File: src/rtl/lcd_serial_receiver.sv
// rtl/lcd_serial_receiver.sv - serial LCD bus snooper with byte FIFO, overflow and frame tracking
module lcd_serial_receiver #(
    parameter int FIFO_DEPTH = 4
) (
    input  logic       clk,
    input  logic       rst_n,
    input  logic [3:0] lcd_in,
    output logic [7:0] rd_data,
    output logic       rd_dc,
    output logic       rd_valid,
    input  logic       rd_ready,
    output logic       overflow,
    input  logic       clr_ovf,
    output logic       frame_abort,
    output logic [7:0] frame_bytes
);

    localparam int AW = (FIFO_DEPTH > 1) ? $clog2(FIFO_DEPTH) : 1;
    localparam logic [AW:0]   FULL_CNT = (AW + 1)'(FIFO_DEPTH);
    localparam logic [AW:0]   CNT_ONE  = (AW + 1)'(1);
    localparam logic [AW-1:0] PTR_ONE  = AW'(1);

    // lcd_in = {CS, SCL, A0, SI}; idle bus is CS high, SCL high
    logic [3:0] sync1;
    logic [3:0] sync2;
    logic       scl_prev;
    logic       cs_prev;

    logic       cs_s;
    logic       scl_s;
    logic       a0_s;
    logic       si_s;

    assign cs_s  = sync2[3];
    assign scl_s = sync2[2];
    assign a0_s  = sync2[1];
    assign si_s  = sync2[0];

    logic [7:0] shreg;
    logic [2:0] bit_cnt;

    logic [8:0]    mem [FIFO_DEPTH];
    logic [AW-1:0] wr_ptr;
    logic [AW-1:0] rd_ptr;
    logic [AW:0]   count;

    logic scl_rise;
    logic cs_rise;
    logic cs_fall;
    logic shift_en;
    logic push_req;
    logic full;
    logic pop;
    logic push_ok;

    assign scl_rise = scl_s & ~scl_prev;
    assign cs_rise  = cs_s & ~cs_prev;
    assign cs_fall  = ~cs_s & cs_prev;
    assign shift_en = scl_rise & ~cs_s;
    assign push_req = shift_en & (bit_cnt == 3'd7);
    assign full     = (count == FULL_CNT);
    assign rd_valid = (count != '0);
    assign pop      = rd_valid & rd_ready;
    // a full FIFO still accepts when the head leaves in the same cycle
    assign push_ok  = push_req & (~full | pop);
    assign rd_data  = mem[rd_ptr][7:0];
    assign rd_dc    = mem[rd_ptr][8];

    // two-flop synchronizers plus edge-detect history for SCL and CS
    always_ff @(posedge clk or negedge rst_n) begin
        if (!rst_n) begin
            sync1    <= 4'b1100;
            sync2    <= 4'b1100;
            scl_prev <= 1'b1;
            cs_prev  <= 1'b1;
        end else begin
            sync1    <= lcd_in;
            sync2    <= sync1;
            scl_prev <= scl_s;
            cs_prev  <= cs_s;
        end
    end

    // MSB-first shifter; a CS rise throws away whatever partial byte is held
    always_ff @(posedge clk or negedge rst_n) begin
        if (!rst_n) begin
            shreg   <= 8'h00;
            bit_cnt <= 3'd0;
        end else if (cs_rise) begin
            shreg   <= 8'h00;
            bit_cnt <= 3'd0;
        end else if (shift_en) begin
            shreg   <= {shreg[6:0], si_s};
            bit_cnt <= bit_cnt + 3'd1;
        end
    end

    // FIFO storage and pointers; entry is {A0, byte}
    always_ff @(posedge clk or negedge rst_n) begin
        if (!rst_n) begin
            for (int i = 0; i < FIFO_DEPTH; i++) begin
                mem[i] <= 9'h000;
            end
            wr_ptr <= '0;
            rd_ptr <= '0;
        end else begin
            if (push_ok) begin
                mem[wr_ptr] <= {a0_s, shreg[6:0], si_s};
                wr_ptr      <= wr_ptr + PTR_ONE;
            end
            if (pop) begin
                rd_ptr <= rd_ptr + PTR_ONE;
            end
        end
    end

    // occupancy count; simultaneous push and pop leaves it unchanged
    always_ff @(posedge clk or negedge rst_n) begin
        if (!rst_n) begin
            count <= '0;
        end else begin
            case ({push_ok, pop})
                2'b10:   count <= count + CNT_ONE;
                2'b01:   count <= count - CNT_ONE;
                default: count <= count;
            endcase
        end
    end

    // sticky overflow; a new drop wins over a coincident clear
    always_ff @(posedge clk or negedge rst_n) begin
        if (!rst_n) begin
            overflow <= 1'b0;
        end else if (push_req && full && !pop) begin
            overflow <= 1'b1;
        end else if (clr_ovf) begin
            overflow <= 1'b0;
        end
    end

    // frame bookkeeping: abort pulse on a cut-short byte, saturating byte count per frame
    always_ff @(posedge clk or negedge rst_n) begin
        if (!rst_n) begin
            frame_abort <= 1'b0;
            frame_bytes <= 8'h00;
        end else begin
            frame_abort <= cs_rise && (bit_cnt != 3'd0);
            if (cs_fall) begin
                frame_bytes <= 8'h00;
            end else if (push_req && (frame_bytes != 8'hFF)) begin
                frame_bytes <= frame_bytes + 8'h01;
            end
        end
    end

endmodule

File: config.mk
export PLATFORM = sky130hd
export DESIGN_NAME = lcd_serial_receiver
export DESIGN_NICKNAME = d
export VERILOG_FILES = /design/src/rtl/lcd_serial_receiver.sv
export SDC_FILE = /design/constraint.sdc
export NUM_CORES = 1
export LEC_CHECK = 0
export CORE_MARGIN = 2
export CORE_UTILIZATION = 62
export CTS_CLUSTER_SIZE = 24
export DETAILED_ROUTE_END_ITERATION = 8
export PLACE_DENSITY = 0.91
export SYNTH_ARGS = -nofsm -noshare
export SYNTH_HDL_FRONTEND = slang
export SYNTH_SLANG_ARGS = --single-unit
File: constraint.sdc
create_clock -name clk -period 6.2 [get_ports clk]
set_input_delay 1.24 -clock clk [delete_from_list [all_inputs] [get_ports clk]]
set_output_delay 1.24 -clock clk [all_outputs]
set_load 0.02 [all_outputs]
==> metrics <==
WP buf/inv 1; vias in the first global route 2033; reg-to-reg startpoint bit_cnt[0]$_DFFE_PN0P_; worst skew pair latency 0.35 ns; most common cell after layout, fill and taps aside dfrtp_1; Layout area overhead 15.19%; CTS HTree Levels 3; Final Cell Area 3910 um^2; pwr/cell area 271.9 nW/um^2; Max-slew headroom 0.3964; Initial Util 0.6522; clock sinks 73; Placed Cells 327; reg2reg end count[2]$_DFFE_PN0P_; num rows 26; Setup CP Type reg -> out; syn_area_per_cell 14.32 um^2; 1st-iter DRT viols 150; Gates resized, CTS repair 0; initial antenna violation count 0; Critical Path Fanout Max 11; synthesis warning total 0; measured slew at the worst slew-check pin 0.9054 ns; largest net degree at the start of global routing 74; WL final 5.876 mm; root buffer cell clkbuf_8; crit end category output pin; die width 78.00 um; post-synthesis sequential area ratio 0.5404; Ports 28; via-per-instance ratio 5.609; CTS Buffer Depth 2; CTS tree yes; CP Launch Type flop; Die Ht 78.00 um; cells on worst reg2reg path 11; Final Max Tran Viols 0; gr ovfl total 0; PortBufs 27; unique cell type count in the Yosys netlist 40; Tcrit/Tclk final 0.5670; GPL Wtd Cong 0.7001; non-filler instance count after layout 343; critical path's top delay family flip-flops; slowest stage cell, crit path dfrtp_1; final hold viol count 0; post-layout util 0.7512; post-synthesis cell area 3395 um^2; pre-CTS worst setup slack 2.615 ns; Worst EP required 4.96 ns; TritonCTS Buffers 9; antenna diode count 0; final setup vio count 0; worst clock skew 0.01133 ns; Post-DP Area 3700 um^2; router iterations before antenna repair 4; Tot GR Track Use 0.2225; RSZ-0062 raised after global routing no; most frequent cells in the layout dfrtp_1, mux2_4, clkdlybuf4s50_1; reg-to-reg slack, setup 3.60 ns; CTS Hold Buffers Added 0; share of cells above drive strength 1 0.2784; post-synthesis cell count 237; VDD IR max 0.1537 mV; Synth Net Count 255; Hold Path Class reg -> reg; via count 1924; DRC viols 0; Worst-path clk slew 0.08 ns; startpoint of the worst hold path sync1[1]$_DFF_PN0_; remaining antenna violation count after routing 0; routed len/inst 17.13 um; fmax 284.4 MHz; Setup TNS Final 0 ns; Min-Delay Endpoint sync2[1]$_DFF_PN0_; post-CTS repair timing setup buffer count 0; area of the die 6083 um^2; Max-cap violations 0; Leakage 1.857 nW; total power 1.063 mW; Tmin final 3.516 ns; status completed; register bit total from synthesis 73; hold depth 0; final setup margin 2.684 ns; Final Net Count 286; hold_ws 0.3513 ns; Core ar. 5205 um^2; Worst path max stage delay 0.77 ns; Arrival @ worst endpoint 2.28 ns; crit-path cells mux4_2 -> clkdlybuf4s50_1; first-pass GRT wire length 10.17 mm; hpwl dp 3.827 mm
cells in the mapped netlist (all sizes together):
library cell	count	area [um^2]
and4	1	8.760
xnor2	5	43.79
mux2i	2	20.02
o211ai	1	7.510
and4bb	1	12.51
dfrtp	67	1677
or3	2	13.77
dfstp	6	157.7
o31ai	1	7.510
nand4	2	12.51
nand2	26	162.7
o21a	1	7.510
o21ai	10	50.05
o2111ai	1	8.760
ha	9	112.6
nor2	4	15.01
inv	11	41.29
mux2	36	540.5
mux4	9	202.7
a31oi	1	6.260
or4b	1	13.76
clkbuf	5	18.77
a211oi	1	7.510
nor2b	4	25.02
nor3	2	10.01
buf	3	36.28
and3	2	12.51
xor2	4	35.03
and2	5	33.78
o2111a	1	11.26
nand3	4	20.02
nand2b	1	6.260
o22ai	1	6.260
fa	1	20.02
a21oi	6	30.03
power breakdown:
| part | switching (mW) | internal, mW | leakage [nW] |
|---|---|---|---|
| Sequential | 0.0500 | 0.502 | 0.966 |
| Combinational | 0.0480 | 0.0634 | 0.786 |
| Clock | 0.175 | 0.225 | 0.106 |
layout make-up:
class | count | area (um^2)
tap | 70 | 87.58
multi-input combinational | 145 | 1464
inverter | 11 | 41.29
sequential | 73 | 1834
fill | 322 | 1295
timing repair buffer | 28 | 272.8
clock buffer | 10 | 127.6
clock inverter | 6 | 82.58
registers in the layout (all words and copies together), names as in the netlist:
register	count
frame_abort	1
count	3
scl_prev	1
wr_ptr	2
bit_cnt	3
sync2	4
shreg	7
frame_bytes	8
overflow	1
sync1	4
mem	36
rd_ptr	2
cs_prev	1
routing by layer:
layer | track usage | vias to the layer above | share of wire
li1 | - | 888 | -
met3 | 0.04302 | 8 | 0.031
met5 | 0 | - | 0
met4 | 0.1105 | 0 | 0.019
met2 | 0.3526 | 44 | 0.51
met1 | 0.2965 | 984 | 0.44
how the worst max path moves through the flow:
stage          depth (start not counted)             startpoint                   end  slack, ns
2_1_floorplan                         10               rd_ready  count[2]$_DFFE_PN0P_       3.10
3_3_place_gp                          10               rd_ready  count[2]$_DFFE_PN0P_       2.68
3_5_place_dp                          10               rd_ready  count[2]$_DFFE_PN0P_       2.62
4_1_cts                                2  rd_ptr[0]$_DFFE_PN0P_            rd_data[0]       2.63
5_1_grt                                2  rd_ptr[0]$_DFFE_PN0P_            rd_data[1]       2.55
6_report                               2  rd_ptr[0]$_DFFE_PN0P_            rd_data[1]       2.68
cell families (layout without fill, tap and decap cells):
| logic type | count (synthesis) | count (layout) | synth area share |
|---|---|---|---|
| compound gates | 24 | 24 | 0.04203 |
| flops | 73 | 73 | 0.5404 |
| mux | 47 | 47 | 0.2248 |
| xor+xnor | 9 | 9 | 0.02322 |
| fa+ha+maj | 10 | 10 | 0.03907 |
| buf+inv | 19 | 55 | 0.02838 |
| simple gates | 55 | 55 | 0.1021 |
Note: power is estimated with default switching activity, not from simulation.
